### config.mk
export PLATFORM = sky130hd
export DESIGN_NAME = seven_seg_scan_decoder
export DESIGN_NICKNAME = d
export VERILOG_FILES = /design/src/rtl/seven_seg_scan_decoder.sv
export SDC_FILE = /design/constraint.sdc
export NUM_CORES = 1
export LEC_CHECK = 0
export ABC_AREA = 1
export BUFFER_PORTS_ARGS = -buffer_cell sky130_fd_sc_hd__clkbuf_2
export CAP_MARGIN = 20
export CORE_MARGIN = 4
export CORE_UTILIZATION = 50
export CTS_CLUSTER_DIAMETER = 150
export DETAILED_ROUTE_END_ITERATION = 6
export HOLD_SLACK_MARGIN = 0.12
export PLACE_DENSITY = 0.79
export SKIP_CTS_REPAIR_TIMING = 1
export SKIP_LAST_GASP = 1
export SLEW_MARGIN = 30
export SYNTH_ARGS = -nofsm -noshare
export SYNTH_HDL_FRONTEND = slang
export SYNTH_SLANG_ARGS = --single-unit
### constraint.sdc
create_clock -name clk -period 2.9 [get_ports clk]
set_clock_uncertainty 0.1 [all_clocks]
set_input_delay 0.145 -clock clk [delete_from_list [all_inputs] [get_ports clk]]
set_output_delay 0.145 -clock clk [all_outputs]
set_load 0.02 [all_outputs]
### src/rtl/seven_seg_scan_decoder.sv
// seven_seg_scan_decoder: read-back monitor for a multiplexed 7-seg bus.
// Recovers per-digit hex nibbles once each digit's code has settled.
`timescale 1ns/1ps
module seven_seg_scan_decoder #(
  parameter int NUM_DIGITS       = 4,
  parameter int STABLE_CYCLES    = 4,
  parameter bit ANODE_ACTIVE_LOW = 1'b1,
  localparam int DW = (NUM_DIGITS > 1) ? $clog2(NUM_DIGITS) : 1
) (
  input  logic                    clk,
  input  logic                    reset,
  input  logic [6:0]              seg_in,
  input  logic [NUM_DIGITS-1:0]   an_in,
  output logic [4*NUM_DIGITS-1:0] value_out,
  output logic [NUM_DIGITS-1:0]   digit_valid,
  output logic                    bad_code,
  output logic [DW-1:0]           bad_digit,
  output logic                    frame_done
);

  typedef enum logic [1:0] {IDLE, TRACK, LOCKED} state_t;

  localparam logic [7:0] SC = 8'(STABLE_CYCLES);

  logic [6:0]            s_seg;
  logic [6:0]            p_seg;
  logic [NUM_DIGITS-1:0] s_an;
  logic [NUM_DIGITS-1:0] sel;
  logic [NUM_DIGITS-1:0] p_sel;
  logic [NUM_DIGITS-1:0] mask;
  logic [NUM_DIGITS-1:0] mask_set;
  state_t                state;
  state_t                state_n;
  logic [7:0]            cnt;
  logic [7:0]            cnt_n;
  logic                  onehot;
  logic                  changed;
  logic                  capture;
  logic [DW-1:0]         dig;
  logic [3:0]            nib;
  logic                  is_hex;
  logic                  is_blank;

  always_ff @(posedge clk or posedge reset) begin
    if (reset) begin
      s_seg <= '0;
      s_an  <= '0;
    end else begin
      s_seg <= seg_in;
      s_an  <= an_in;
    end
  end

  assign sel     = ANODE_ACTIVE_LOW ? ~s_an : s_an;
  assign onehot  = $onehot(sel);
  assign changed = (sel != p_sel) || (s_seg != p_seg);

  always_ff @(posedge clk or posedge reset) begin
    if (reset) begin
      state <= IDLE;
      cnt   <= '0;
      p_sel <= '0;
      p_seg <= '0;
    end else begin
      state <= state_n;
      cnt   <= cnt_n;
      p_sel <= sel;
      p_seg <= s_seg;
    end
  end

  // counter saturates at SC; LOCKED with no change simply holds
  always_comb begin
    state_n = state;
    cnt_n   = cnt;
    capture = 1'b0;
    if (!onehot) begin
      state_n = IDLE;
      cnt_n   = '0;
    end else if (state == IDLE || changed) begin
      state_n = TRACK;
      cnt_n   = 8'd1;
    end else if (state == TRACK) begin
      cnt_n = (cnt == SC) ? cnt : cnt + 8'd1;
    end
    if (onehot && state_n == TRACK && cnt_n == SC) begin
      capture = 1'b1;
      state_n = LOCKED;
    end
  end

  always_comb begin
    dig = '0;
    for (int i = 0; i < NUM_DIGITS; i++)
      if (sel[i]) dig = DW'(i);
    nib    = 4'h0;
    is_hex = 1'b1;
    unique case (s_seg)
      7'h40:   nib = 4'h0;
      7'h79:   nib = 4'h1;
      7'h24:   nib = 4'h2;
      7'h30:   nib = 4'h3;
      7'h19:   nib = 4'h4;
      7'h12:   nib = 4'h5;
      7'h02:   nib = 4'h6;
      7'h78:   nib = 4'h7;
      7'h00:   nib = 4'h8;
      7'h10:   nib = 4'h9;
      7'h08:   nib = 4'hA;
      7'h03:   nib = 4'hB;
      7'h46:   nib = 4'hC;
      7'h21:   nib = 4'hD;
      7'h06:   nib = 4'hE;
      7'h0E:   nib = 4'hF;
      default: is_hex = 1'b0;
    endcase
    is_blank = (s_seg == 7'h7F);
    mask_set = mask | (NUM_DIGITS'(1) << dig);
  end

  always_ff @(posedge clk or posedge reset) begin
    if (reset) begin
      value_out   <= '0;
      digit_valid <= '0;
      bad_code    <= 1'b0;
      bad_digit   <= '0;
      frame_done  <= 1'b0;
      mask        <= '0;
    end else begin
      bad_code   <= 1'b0;
      frame_done <= 1'b0;
      if (capture) begin
        digit_valid[dig] <= is_hex;
        if (is_hex)
          value_out[4*dig +: 4] <= nib;
        if (!is_hex && !is_blank) begin
          bad_code  <= 1'b1;
          bad_digit <= dig;
        end
        if (&mask_set) begin
          mask       <= '0;
          frame_done <= 1'b1;
        end else begin
          mask <= mask_set;
        end
      end
    end
  end

endmodule

==> results.yml <==
sta:
  grt_setup_unrepaired: "true"
  timing.final.hold_violations: 0
  slew_headroom_pct: 60.0
  timing.final.setup_violations: 0
  maxClockFrequency_ghz: 0.347
  final.setup.worst_slack_ps: 19.2
  finalCriticalPeriod_ps: 2880
  drv_slew: 0
  transition_time_at_the_pin_with_the_least_slew_margin_ps: 594
  fin_crit_sh_pct: 99.3
yosys:
  mappedNetlistArea_um2: 3530
  synth-async-reset-ratio_pct: 100
  synth-seq-area-share_pct: 42.5
  synth_cell_type_count: 35
  synth_edf_count: 0
  synth_seq_cells: 60
  syn_avg_cell_area_um2: 7.45
  synth_flop_cell: "dfrtp_1"
  postSynthCellCount: 474
  yosysWarningCount: 0
  syn-num-nets: 492
global_routing:
  first_global_vias: 3218
  grt_overflow_total: 0
  grt_util_all_layers_pct: 20.7
  initial_antenna_violation_count: 0
  grt_pass1_wl_um: 14000
  grt_start_max_net_pins: 61
route:
  route.detailed.vias_per_inst: 5.15
  route.final.wire_length_um: 8640
  detailedRoute.firstPassIterationCount: 5
  postRouteAntennaNets: 0
  drt_iter0_drc: 152
  wire_per_inst_um: 13.4
  detailroute.via_count: 3328
  drc: 0
clock_network:
  tritoncts: "done"
  number_of_h_tree_levels: 3
  clk_buf_depth: 2
  clock_sinks: 60
  cts_buffers: 9
  clkTransAtPathRegs_ps: 70
  clock_root_buffer: "clkbuf_8"
  worst_skew_pair.late_latency_ps: 350
layout:
  nFillCells: 585
  area_growth_syn_to_layout_pct: 25.2
  antenna_cells: 0
  nets_final: 563
  seq_area_um2: 1500
  final_layout_size_suffix_gt1_share_pct: 25.1
  area_of_the_multi_input_gates_um2: 1800
  post-route-util_pct: 64.7
die:
  floorplan.io_pins: 37
  design.die.area_um2: 8470
  die_height_um: 92.0
  placement_rows: 30
  die_x_um: 92.0
  area_inside_the_core_boundary_um2: 6830
  start_util_pct: 51.7
power:
  power.static_leakage_nw: 2.37
  worst_ir_drop_vdd_v: 0.000441
  power_density_nw_per_um2: 433
  fin_total_pwr_mw: 1.91
setup_path:
  worstSetupEndpointType: "register"
  crit_fanout: 8
  ff2ff_path_depth: 15
  required_ps: 3040
  timing.critical_path.from_type: "register"
  worstSetupPathType: "reg -> reg"
  timing.rr.start: "s_an[1]"
  regToRegEndpoint: "value_out[7]"
  critPathArrivalTime_ps: 3020
  worst-r2r-setup-slack_ps: 20
flow_run:
  cap_violations: 0
placement:
  dp_slack_ps: -134
  routability_congestion: 0.916
  port_buffers: 36
  dp.final_hpwl_um: 6150
status:
  run_status: "complete, no violations"
worst_hold_path:
  holdCritPathClass: "in -> async"
flip-flops by register name, summed over array words and instances, names as in the netlist:
signal / flops
value_out: 16
cnt: 8
p_seg: 7
s_seg: 7
digit_valid: 4
mask: 4
p_sel: 4
s_an: 4
bad_digit: 2
state: 2
bad_code: 1
frame_done: 1
metrics by stage:
stage	area, um^2	hold slack, ps	std cells	TNS, ps
2_1_floorplan	3530	76.4	474	0
3_3_place_gp	3930	112	614	-656
3_5_place_dp	3930	116	614	-2590
4_1_cts	4120	-263	630	-3680
5_1_grt	4420	349	646	-2220
6_report	4420	287	646	0
cells in the mapped netlist (2+ instances only):
cell | instances | area, um^2
ha_1 | 4 | 50.1
inv_1 | 62 | 233
buf_6 | 3 | 33.8
inv_2 | 14 | 52.6
clkinv_1 | 2 | 7.51
nand2_1 | 138 | 518
nand4_1 | 23 | 144
nor2_4 | 4 | 45.0
nor3_1 | 6 | 30.0
nand2_2 | 9 | 56.3
nor2_1 | 54 | 203
nor2_8 | 2 | 40.0
dfrtp_1 | 60 | 1500
nor2_2 | 7 | 43.8
nand3_2 | 4 | 40.0
nand3_1 | 46 | 230
buf_2 | 3 | 15.0
nor3_2 | 3 | 30.0
nand4_4 | 4 | 85.1
o21ai_0 | 6 | 30.0
a21oi_1 | 6 | 30.0
critical path, stage by stage (launching register included):
cell       delay, ps
dfrtp_1          410
fa_1             570
inv_2             50
ha_4             150
ha_4             210
nor3_4           210
inv_1            130
a21oi_2          160
nand2_1           90
nor2_1           160
nor2_1            80
nand2_1          110
nor2_4            70
clkbuf_16        160
nand4_1           70
nand2_1           50
worst max path at each step:
stage	from	endpoint	cells after the start
2_1_floorplan	s_an[0]	value_out[13]	16
3_3_place_gp	s_an[0]	mask[2]	16
3_5_place_dp	s_an[0]	mask[0]	16
4_1_cts	s_an[0]	mask[0]	16
5_1_grt	s_an[1]	value_out[9]	15
6_report	s_an[1]	value_out[7]	15
logic make-up (layout without fill, tap and decap cells):
| group | Yosys count | count (layout) | share of synthesized area (%) |
|---|---|---|---|
| AO/OA/AOI/OAI | 16 | 16 | 2.41 |
| XOR/XNOR | 2 | 2 | 0.496 |
| adder cells (fa/ha/maj) | 5 | 5 | 1.98 |
| buffers and inverters | 86 | 162 | 9.99 |
| flip-flops | 60 | 60 | 42.5 |
| AND/OR/NAND/NOR | 305 | 305 | 42.6 |
power by group:
group | internal, mW | leakage (nW) | switching [mW]
logic | 0.108 | 1.48 | 0.184
registers | 0.858 | 0.786 | 0.0247
clock network | 0.419 | 0.100 | 0.320
final cells by class:
type | count | share of cell area, %
Sequential cell | 60 | 34.0
Clock inverter | 4 | 1.10
Clock buffer | 12 | 3.28
Timing Repair Buffer | 68 | 11.5
Inverter | 78 | 6.68
Multi-Input combinational cell | 328 | 40.7
Tap cell | 96 | 2.72
layer usage:
layer	track usage [%]	up-vias	routed length, um
li1	-	1637	-
met1	24.3	1564	3730
met2	36.6	107	4370
met3	4.02	20	365
met4	9.03	0	171
met5	0	-	0
placed cells by master (no fill, tap or decap), types with 8 or more instances in the layout:
master,netlist,layout
buf_4,1,15
clkbuf_2,0,36
clkbuf_8,0,10
dfrtp_1,60,60
dlygate4sd3_1,0,12
inv_1,62,59
inv_2,14,16
nand2_1,138,138
nand2_2,9,8
nand3_1,46,39
nand3_2,4,11
nand4_1,23,23
nor2_1,54,48
nor2_2,7,11
Note: power is estimated with default switching activity, not from simulation.
